==> config.mk <==
export PLATFORM = sky130hd
export DESIGN_NAME = rtmc_spi_ctrl
export DESIGN_NICKNAME = d
export VERILOG_FILES = /design/src/rtl/rtmc_spi_ctrl.sv
export SDC_FILE = /design/constraint.sdc
export NUM_CORES = 1
export LEC_CHECK = 0
export CORE_MARGIN = 2
export CORE_UTILIZATION = 35
export DETAILED_ROUTE_END_ITERATION = 7
export PLACE_DENSITY = 0.52
export SYNTH_ARGS = -nofsm -noshare
export SYNTH_HDL_FRONTEND = slang
export SYNTH_SLANG_ARGS = --single-unit
==> constraint.sdc <==
create_clock -name clk -period 3.74 [get_ports clk]
set_input_delay 0.935 -clock clk [delete_from_list [all_inputs] [get_ports clk]]
set_output_delay 0.935 -clock clk [all_outputs]
set_load 0.02 [all_outputs]
==> src/rtl/rtmc_spi_ctrl.sv <==
// rtmc_spi_ctrl: register read/write requests carried over a mode-0 SPI frame.
// Frame (MSB first): R/W bit (1 = read), addr, then data (wdat on writes, zeros on reads).
// Optional feature: define RTMC_SPI_CS_GAP_EN to hold cs high for 2*CLK_DIV extra cycles
// (state GAP) after every frame before a new request is accepted.
module rtmc_spi_ctrl #(
  parameter int unsigned ADDR_W  = 8,
  parameter int unsigned DATA_W  = 16,
  parameter int unsigned CLK_DIV = 2
) (
  input  logic              clk,
  input  logic              rst_n,
  input  logic [ADDR_W-1:0] addr,
  input  logic [DATA_W-1:0] wdat,
  input  logic              wr,
  input  logic              rd,
  output logic [DATA_W-1:0] rdat,
  output logic              ack,
  output logic              busy,
  output logic              sclk,
  output logic              cs,
  output logic              mosi,
  input  logic              miso
);

  localparam int unsigned N_BITS = 1 + ADDR_W + DATA_W;
  localparam int unsigned HALF_W = $clog2(2 * N_BITS);
  localparam int unsigned CNT_W  = 9;

  typedef enum logic [2:0] {
    S_IDLE  = 3'd0,
    S_SETUP = 3'd1,
    S_SHIFT = 3'd2,
    S_HOLD  = 3'd3
`ifdef RTMC_SPI_CS_GAP_EN
    ,S_GAP  = 3'd4
`endif
  } state_t;

  state_t              r_state, w_state_nxt;
  logic [CNT_W-1:0]    r_cnt,   w_cnt_nxt;
  logic [HALF_W-1:0]   r_half,  w_half_nxt;
  logic [N_BITS-1:0]   r_sh,    w_sh_nxt;
  logic [DATA_W-1:0]   r_rx,    w_rx_nxt;
  logic [DATA_W-1:0]   r_rdat,  w_rdat_nxt;
  logic                r_read,  w_read_nxt;
  logic                r_sclk,  w_sclk_nxt;
  logic                r_cs,    w_cs_nxt;
  logic                r_mosi,  w_mosi_nxt;
  logic                r_ack,   w_ack_nxt;
  logic                r_busy,  w_busy_nxt;
  logic                w_tick;
  logic                w_is_rd;
  logic                w_last_half;

  // Half-period boundary, request type (write wins) and final-half detect
  assign w_tick      = (r_cnt == '0);
  assign w_is_rd     = rd & ~wr;
  assign w_last_half = (r_half == HALF_W'(2 * N_BITS - 1));

  // Next-state and next-output logic
  always_comb begin
    w_state_nxt = r_state;
    w_cnt_nxt   = r_cnt;
    w_half_nxt  = r_half;
    w_sh_nxt    = r_sh;
    w_rx_nxt    = r_rx;
    w_rdat_nxt  = r_rdat;
    w_read_nxt  = r_read;
    w_sclk_nxt  = r_sclk;
    w_cs_nxt    = r_cs;
    w_mosi_nxt  = r_mosi;
    w_ack_nxt   = 1'b0;
    w_busy_nxt  = r_busy;

    case (r_state)
      S_IDLE: begin
        if (wr || rd) begin
          w_state_nxt = S_SETUP;
          w_read_nxt  = w_is_rd;
          w_sh_nxt    = {w_is_rd, addr, (w_is_rd ? {DATA_W{1'b0}} : wdat)};
          w_mosi_nxt  = w_is_rd;
          w_cs_nxt    = 1'b0;
          w_busy_nxt  = 1'b1;
          w_sclk_nxt  = 1'b0;
          w_cnt_nxt   = CNT_W'(CLK_DIV - 1);
          w_half_nxt  = '0;
          w_rx_nxt    = '0;
        end
      end

      S_SETUP: begin
        if (w_tick) begin
          w_state_nxt = S_SHIFT;
          w_sclk_nxt  = 1'b1;
          w_rx_nxt    = {r_rx[DATA_W-2:0], miso};
          w_cnt_nxt   = CNT_W'(CLK_DIV - 1);
          w_half_nxt  = '0;
        end else begin
          w_cnt_nxt   = r_cnt - CNT_W'(1);
        end
      end

      S_SHIFT: begin
        if (w_tick) begin
          w_cnt_nxt = CNT_W'(CLK_DIV - 1);
          if (r_sclk) begin
            // falling edge: advance mosi to the next frame bit
            w_sclk_nxt = 1'b0;
            w_sh_nxt   = {r_sh[N_BITS-2:0], 1'b0};
            w_mosi_nxt = r_sh[N_BITS-2];
            w_half_nxt = r_half + HALF_W'(1);
          end else if (w_last_half) begin
            w_state_nxt = S_HOLD;
          end else begin
            // rising edge: capture miso
            w_sclk_nxt = 1'b1;
            w_rx_nxt   = {r_rx[DATA_W-2:0], miso};
            w_half_nxt = r_half + HALF_W'(1);
          end
        end else begin
          w_cnt_nxt = r_cnt - CNT_W'(1);
        end
      end

      S_HOLD: begin
        if (w_tick) begin
          w_ack_nxt  = 1'b1;
          w_cs_nxt   = 1'b1;
          w_mosi_nxt = 1'b0;
          w_sh_nxt   = '0;
          if (r_read) begin
            w_rdat_nxt = r_rx;
          end
`ifdef RTMC_SPI_CS_GAP_EN
          w_state_nxt = S_GAP;
          w_cnt_nxt   = CNT_W'(2 * CLK_DIV - 1);
`else
          w_state_nxt = S_IDLE;
          w_busy_nxt  = 1'b0;
          w_cnt_nxt   = '0;
`endif
        end else begin
          w_cnt_nxt = r_cnt - CNT_W'(1);
        end
      end

`ifdef RTMC_SPI_CS_GAP_EN
      S_GAP: begin
        if (w_tick) begin
          w_state_nxt = S_IDLE;
          w_busy_nxt  = 1'b0;
        end else begin
          w_cnt_nxt   = r_cnt - CNT_W'(1);
        end
      end
`endif

      default: begin
        w_state_nxt = S_IDLE;
        w_cs_nxt    = 1'b1;
        w_sclk_nxt  = 1'b0;
        w_mosi_nxt  = 1'b0;
        w_busy_nxt  = 1'b0;
        w_cnt_nxt   = '0;
      end
    endcase
  end

  // State, datapath and output registers
  always_ff @(posedge clk or negedge rst_n) begin
    if (!rst_n) begin
      r_state <= S_IDLE;
      r_cnt   <= '0;
      r_half  <= '0;
      r_sh    <= '0;
      r_rx    <= '0;
      r_rdat  <= '0;
      r_read  <= 1'b0;
      r_sclk  <= 1'b0;
      r_cs    <= 1'b1;
      r_mosi  <= 1'b0;
      r_ack   <= 1'b0;
      r_busy  <= 1'b0;
    end else begin
      r_state <= w_state_nxt;
      r_cnt   <= w_cnt_nxt;
      r_half  <= w_half_nxt;
      r_sh    <= w_sh_nxt;
      r_rx    <= w_rx_nxt;
      r_rdat  <= w_rdat_nxt;
      r_read  <= w_read_nxt;
      r_sclk  <= w_sclk_nxt;
      r_cs    <= w_cs_nxt;
      r_mosi  <= w_mosi_nxt;
      r_ack   <= w_ack_nxt;
      r_busy  <= w_busy_nxt;
    end
  end

  assign rdat = r_rdat;
  assign ack  = r_ack;
  assign busy = r_busy;
  assign sclk = r_sclk;
  assign cs   = r_cs;
  assign mosi = r_mosi;

endmodule

== Yosys cells after proc, flatten, opt, wreduce, memory -nomap -nowiden ==
Cells that the tools add are included.

* Output and inout bits: 21
* Logic and storage cells: 92
* Register bits: 80

* Add/subtract/negate cells: 2
* Bitwise logic cells: 5
* Equal/unequal tests: 13
* Mux-type cells: 45
* Reduce and logical (&&, ||, !) cells: 15

{| class="wikitable"
|+ Operators by type and width
! operator !! count
|-
| $mux 16 || 6
|-
| $mux 24 || 4
|-
| $pmux 24 s3 || 1
|-
| $pmux 16 s3 || 1
|-
| $mux 6 || 5
|-
| $mux 9 || 3
|-
| $pmux 9 s3 || 1
|-
| $mux 3 || 6
|-
| $pmux 6 s3 || 1
|-
| $ne 2x2->1 const B || 8
|-
| $reduce_and 5->1 || 3
|-
| $mux 1 || 12
|-
| $pmux 3 s4 || 1
|-
| $reduce_and 6->1 || 2
|-
| $logic_not 9->1 || 1
|-
| $sub 9x1->9 const B || 1
|-
| $pmux 1 s4 || 2
|-
| $add 6x1->6 const B || 1
|-
| $eq 3x2->1 const B || 2
|-
| $eq 6x6->1 const B || 1
|-
| $pmux 1 s3 || 2
|-
| $reduce_and 3->1 || 2
|-
| $reduce_bool 3->1 || 2
|-
| $not 1->1 || 4
|-
| other kinds (8) || 8
|}

== Longest topological paths before layout ==
* Word-level depth: 5
* Gate-level depth with buffers: 8
* Gate-level depth less buffers: 6

== Worst setup path after synthesis ==
Ideal clock, no wire load.

* Kind: flip-flop to flip-flop
* From: register r_state[0]
* To: register r_sh[2]
* Data required time: 3615 ps
* Path slack: 1471 ps
* Cell stages (with the launch flop): 8
* Buffers on the path: 2
* Arrival: 2145 ps
* Period minus slack after synthesis: 2269 ps
* Cells stage by stage: dfrtp_1 -> ha_1 -> buf_2 -> nor2_1 -> a31oi_1 -> nor3_2 -> buf_2 -> mux2_2

* Word-level cells in the longest chain between the ends: 3
* Elaborated cells between the ends (all ways): 10
* Classes of those cells: 6 x eq/ne; 1 x mux; 3 x reduce/logical

{| class="wikitable"
|+ Ends and longest elaborated chain
! element !! line !! source
|-
| start, declared || 39 || <nowiki>state_t r_state, w_state_nxt;</nowiki>
|-
| start signal, assigned || 185 || <nowiki>r_state <= w_state_nxt;</nowiki>
|-
| $eq 3x2->1 or $logic_not 3->1 (tied branches) || 75 || <nowiki>case (r_state)</nowiki>
|-
| $ne 2x2->1 (no line) or $reduce_bool 3->1 (tied branches) || - ||
|-
| $reduce_and 5->1 (no line) || - ||
|-
| end signal, assigned || 188 || <nowiki>r_sh <= w_sh_nxt;</nowiki>
|-
| end, declared || 42 || <nowiki>logic [N_BITS-1:0] r_sh, w_sh_nxt;</nowiki>
|}

Parallel ways exist; a longest one is shown, timed or not.
A chain may end at the register's enable or synchronous reset.

== Worst setup path after layout ==
* From: input rd
* To: register r_half[5]

* Word-level cells in the longest chain between the ends: 3

{| class="wikitable"
|+ Ends and longest elaborated chain
! element !! line !! source
|-
| start, declared || 15 || <nowiki>input logic rd,</nowiki>
|-
| $logic_or 1x1->1 || 77 || <nowiki>if (wr || rd) begin</nowiki>
|-
| $ne 2x2->1 (no line) || - ||
|-
| $reduce_and 5->1 (no line) || - ||
|-
| end signal, assigned || 187 || <nowiki>r_half <= w_half_nxt;</nowiki>
|-
| end, declared || 41 || <nowiki>logic [HALF_W-1:0] r_half, w_half_nxt;</nowiki>
|}

No other way between the ends.

==> results.sh <==
export IMPL_cts_sinks=79
export IMPL_fmaxAchievable_mhz=392.6
export IMPL_syn_to_final_growth_pct=23.23
export IMPL_via_per_inst=5.012
export IMPL_ant_nets=0
export IMPL_grt_usage=0.1432
export IMPL_post_route_period_util=0.6811
export IMPL_antenna_found_initial=0
export IMPL_yosysSeqAreaShare=0.5218
export IMPL_yosys_area_top_type="dfrtp_1"
export IMPL_hpwlAfterDp_um=4951
export IMPL_slew_headroom=0.3343
export IMPL_io_pins=50
export IMPL_post_synth_inst_count=320
export IMPL_min_path_type="reg2reg"
export IMPL_drive_gt1_frac=0.1968
export IMPL_coreArea_mm2=0.01042
export IMPL_grt_max_degree=80
export IMPL_critPathMaxStageDelay_ns=0.57
export IMPL_crit_type="in2reg"
export IMPL_rows=37
export IMPL_ys_ff_latch=79
export IMPL_layout_min_cycle_time_ns=2.547
export IMPL_firstDrtPassIters=4
export IMPL_nets=408
export IMPL_place_ws_ns=0.8451
export IMPL_diodes=0
export IMPL_cts_resized_gates=0
export IMPL_worstMarginPinSlew_ns=0.9985
export IMPL_critPathMaxFanout=11
export IMPL_overflow=0
export IMPL_synth_fp_nets=356
export IMPL_grt_pass1_wl_um=13070
export IMPL_wl_per_cell_um=14.67
export IMPL_intPower_mw=1.334
export IMPL_finalSetupViolations=0
export IMPL_startpoint_type="input port"
export IMPL_clockBufferDepth=2
export IMPL_dieArea_mm2=0.01168
export IMPL_status="finished, final reports clean"
export IMPL_synth_edf_count=0
export IMPL_hold_buffers=0
export IMPL_clock_latency_ns=0.35
export IMPL_cts_tree="done"
export IMPL_ys_top_cells_by_area="dfrtp_1 51%, mux2_2 11%, a22o_1 5.5%"
export IMPL_port_buffers=49
export IMPL_power_frac_clock=0.448
export IMPL_start_util=0.3640
export IMPL_fillers=997
export IMPL_cp_cell_sequence="clkdlybuf4s50_1, nor3b_2, buf_4, a211o_1, or2_2, a221o_1"
export IMPL_final_setup_worst_slack_ns=1.193
export IMPL_yosysTopAreaCellShare=0.5149
export IMPL_die_h_um=108.1
export IMPL_finClkSkew_ns=0.01078
export IMPL_ys_async_sr_fraction=1.000
export IMPL_hold_violations=0
export IMPL_p_per_area_mw_per_mm2=358.5
export IMPL_final_common_cell="dfrtp_1"
export IMPL_maxCapViolations=0
export IMPL_timing_critical_path_buf_inv=2
export IMPL_cts_root_buf="clkbuf_8"
export IMPL_dieWidth_um=108.1
export IMPL_slowest_stage="clkdlybuf4s50_1"
export IMPL_cts_buffers=9
export IMPL_finalSetupTns_ns=0
export IMPL_synth_ff_type="dfrtp_1"
export IMPL_multiInputGateArea_mm2=0.001652
export IMPL_postLayoutCoreUtil=0.4485
export IMPL_switching_share=0.2037
export IMPL_final_cell_mix="78 x dfrtp_1, 48 x clkdlybuf4s50_1, 36 x mux2_2"
export IMPL_rsz0062_at_grt="no"
export IMPL_grt_pass1_vias=2620
export IMPL_crit_family="buffers and inverters"
export IMPL_worstSetupEndpointType="register"
export IMPL_syn_area_mm2=0.003791
export IMPL_synth_cell_types=52
export IMPL_wirelength_um=7513
export IMPL_seqCellArea_mm2=0.001978
export IMPL_total_leakage_power_nw=2.175
export IMPL_avgSynthCellArea_um2=11.85
export IMPL_htree_levels=3
export IMPL_cp_required_ns=3.97
export IMPL_p_seq_frac=0.517
export IMPL_vdd_drop_max_mv=0.2398
export IMPL_synth_warnings=0
export IMPL_vias=2566
export IMPL_cp_data_arrival_time_ns=2.78
export IMPL_cts_reportedPaths_clkPinSlew_ns=0.07
export IMPL_post_cts_buffers=0
export IMPL_drt_iter0_markers=94
export IMPL_p_comb_frac=0.035
export IMPL_place_congestion=0.7773
export IMPL_slew_viol_final=0
export IMPL_route_detailed_drc=0
export IMPL_p_switching_uw=341.1
## Yosys cell counts, types with 2 or more instances
library cell  count
xnor2_1           2
nand3_1           6
o21ai_0           7
nand2_1          25
buf_2             5
mux2i_1          19
inv_1            26
nor4_1            2
or2_2             4
clkbuf_1          8
a211o_1           2
dfrtp_1          78
nand2b_1          2
o41ai_1           2
a2bb2oi_1         2
a22o_1           24
xor2_1            3
mux2_1            5
or3b_2            3
mux2_2           36
ha_1              7
nor2_1           14
o31ai_1           2
a21oi_1           6
nor3_1            3
## state kept, by name (all words and copies together) (netlist names)
signal,cells
r_sh,24
rdat,16
r_state,2
mosi,1
cs,1
busy,1
r_half,6
sclk,1
r_read,1
r_rx,16
r_cnt,9
ack,1
## final timing paths
check	startpoint	end	slack, ns	cells past startpoint
min reg2reg	cs	cs	0.48	2
max in group asynchronous	rst_n	r_half[3]	2.34	1
min in group asynchronous	rst_n	r_cnt[7]	0.74	1
max reg2reg	r_cnt[0]	r_state[1]	1.38	6
max	rd	r_half[5]	1.19	6
min	cs	cs	0.48	2
## stage by stage
step	cells	power, mW	cell area (um^2)	hold slack, ns
floorplan	320	0.8913	3791	0.4594
global placement	497	0.9441	4438	0.4620
detailed placement	497	0.9436	4438	0.4717
CTS	512	1.705	4672	0.4826
global route	512	1.751	4672	0.4992
finish	512	1.675	4672	0.4790
## worst register-to-register path, delay by kind of cell (launching register included)
family / cells / cell delay (ns)
buffers and inverters: 1 / 0.09
adders and majority gates: 1 / 0.21
muxes: 1 / 0.39
DFF: 1 / 0.42
and+or+nand+nor: 2 / 0.63
AOI/OAI and AO/OA: 1 / 0.50
## kinds of logic (layout without fill, tap and decap cells)
kind of cell,count (synthesis),count (layout),share of synthesized area
AOI/OAI and AO/OA,56,56,0.1215
xor gates and xnor gates,5,5,0.01155
adders and majority gates,7,7,0.02310
buffers and inverters,41,97,0.04422
DFF,79,79,0.5218
muxes,60,60,0.1719
and+or+nand+nor,72,72,0.1059
## metal layers
metal  track usage  share of wire  routed length (um)  up-vias
met5             0              0                   0        -
met2        0.2215           0.47                3512       47
met4       0.05861          0.022                 169        0
met3       0.03858          0.035                 263       13
met1        0.1907           0.47                3567     1266
li1              -              -                   -     1240
## final cells by class
cell class,count,area share
timing repair buffer,56,0.1157
clock inverter,5,0.02276
sequential,79,0.4234
clock buffer,10,0.02732
multi-input combinational,200,0.3535
inverter,26,0.02089
tap,136,0.03642
## power by group through the flow
| stage | combinational [mW] | sequential, mW | clock (mW) |
|---|---|---|---|
| 3_5_place_dp | 0.0607 | 0.883 | 0 |
| 5_1_grt | 0.0669 | 0.868 | 0.816 |
| 3_3_place_gp | 0.0608 | 0.883 | 0 |
| 6_report | 0.0582 | 0.866 | 0.751 |
| 2_1_floorplan | 0.00982 | 0.882 | 0 |
| 4_1_cts | 0.0611 | 0.866 | 0.778 |
(Power assumes the default switching activity.)
==> edit (same flow settings) <==
Change the parameter `DATA_W` from 16 to 8.
--- a/src/rtl/rtmc_spi_ctrl.sv
+++ b/src/rtl/rtmc_spi_ctrl.sv
@@ -4,7 +4,7 @@
 // (state GAP) after every frame before a new request is accepted.
 module rtmc_spi_ctrl #(
   parameter int unsigned ADDR_W  = 8,
-  parameter int unsigned DATA_W  = 16,
+  parameter int unsigned DATA_W  = 8,
   parameter int unsigned CLK_DIV = 2
 ) (
   input  logic              clk,
Interface: changed (resized rdat and wdat); port bits go from 50 to 34. No check against the original RTL was run, so the function may have changed too.
==> edit against the unedited design <==
- power shrank 41%
- critical path depth did not move
- synthesized area decreased by 27%
- worst setup slack worse by 210 ps
- sequential cell count decreased by 24
- wire length down 27%
- cell area shrank 30%
- fmax shrank 7.7%
- critical endpoint is now r_sh[14]
==> edit: results (changes against the unedited design) <==
synth.cells.most_frequent: "dfrtp_1, inv_1, a22o_1, mux2_2, nand2_1"  # was dfrtp_1, mux2_2, inv_1, nand2_1, a22o_1
cts_buffers: 5  # was 9
wl_per_cell_um: 14.7  # about the same
post_cts_buffers: 0  # unchanged
grt_pass1_wl_um: 9350  # was 13100 um
pwr-share-seq_pct: 61.3  # was 51.7%
grtUsageTotal_pct: 13.4  # was 14.3%
total_leakage_power_nw: 1.56  # was 2.18 nW
ir_drop_v: 0.000124  # was 0.000240 V
use_met1_pct: 18.7  # was 19.1%
place_hpwl_um: 3720  # was 4950 um
final_nets: 301  # was 408
p_per_area_nw_per_um2: 300  # was 359 nW/um^2
drtPass1Iterations: 4  # unchanged
worst-path-max-fanout: 17  # was 11
power.internal_mw: 0.755  # was 1.33 mW
outcome: "complete, no violations"  # unchanged
htreeDepth: 2  # was 3
syn_nets: 270  # was 356
vias: 1934  # was 2566
port_buffers: 33  # was 49
clkTransAtPathRegs_ps: 100  # was 70 ps
met3_length_um: 225  # was 263 um
clk-power_mw: 0.340  # was 0.751 mW
synth_cell_types: 50  # was 52
slowest_delay_ps: 500  # was 570 ps
ys_top_cells_by_area: "dfrtp_1, mux2_2, a22o_1"  # unchanged
clock_latency_ps: 310  # was 350 ps
ys_seq_area_share_pct: 50.0  # was 52.2%
drt-initial-drc-count: 77  # was 94
wl_met2_um: 2520  # was 3510 um
skew_ps: 11.9  # was 10.8 ps
cpMaxStageDelayCell: "or3b_1"  # was clkdlybuf4s50_1
grt_pass1_vias: 1918  # was 2620
place_area_sq_um: 3180  # was 4440 sq um
grt_use_met2_pct: 21.0  # was 22.1%
drive_above_1_share_pct: 13.1  # was 19.7%
m1WireLength_um: 2710  # was 3570 um
max_slew_margin_pct: 36.3  # was 33.4%
met3_usage_pct: 3.25  # was 3.86%
crit_family: "simple AND/OR/NAND/NOR gates"  # was buffers and inverters
-- edit: changes by cell type after synthesis, moves of 3 or more --
| cell | before | now |
|---|---|---|
| a21oi_1 | 6 | 3 |
| a22o_1 | 24 | 17 |
| buf_2 | 5 | 1 |
| dfrtp_1 | 78 | 54 |
| inv_1 | 26 | 20 |
| mux2_1 | 5 | 9 |
| mux2_2 | 36 | 16 |
| mux2i_1 | 19 | 12 |
| nand2_1 | 25 | 14 |
| nand3b_1 | 0 | 4 |
| or2_2 | 4 | 1 |
-- edit: final cells by class --
class	count	area (sq um)
multi-input combinational	155	1250
inverter	20	75.1
clock inverter	3	22.5
tap	102	128
fill	769	4410
clock buffer	5	68.8
sequential	55	1380
timing repair buffer	36	348
-- edit: cell families (layout without fill, tap and decap cells) --
family | Yosys count | after routing | synth area share [%]
DFF | 55 | 55 | 50.0
adders and majority gates | 7 | 7 | 3.18
muxes | 37 | 37 | 14.6
buffers and inverters | 32 | 64 | 4.54
AOI/OAI and AO/OA | 48 | 48 | 14.5
xor gates and xnor gates | 6 | 6 | 1.91
and+or+nand+nor | 57 | 57 | 11.4
-- edit: path summary, 6_finish.rpt --
kind	from	end	slack [ps]	depth (start not counted)
worst max-delay path	r_cnt[0]	r_sh[14]	980	6
worst min-delay path	cs	cs	490	2
worst max register to register	r_cnt[0]	r_sh[14]	980	6
worst min register to register	cs	cs	490	2
max in group asynchronous	rst_n	cs	2160	2
min in group asynchronous	rst_n	r_half[3]	770	1
-- edit: stage by stage --
step	setup WS, ps	util (%)	cells
after global routing	775	42.6	376
after CTS	974	42.6	376
after global placement	678	41.4	368
after floorplan	1380	-	242
final	979	42.6	376
after detailed placement	647	41.4	368
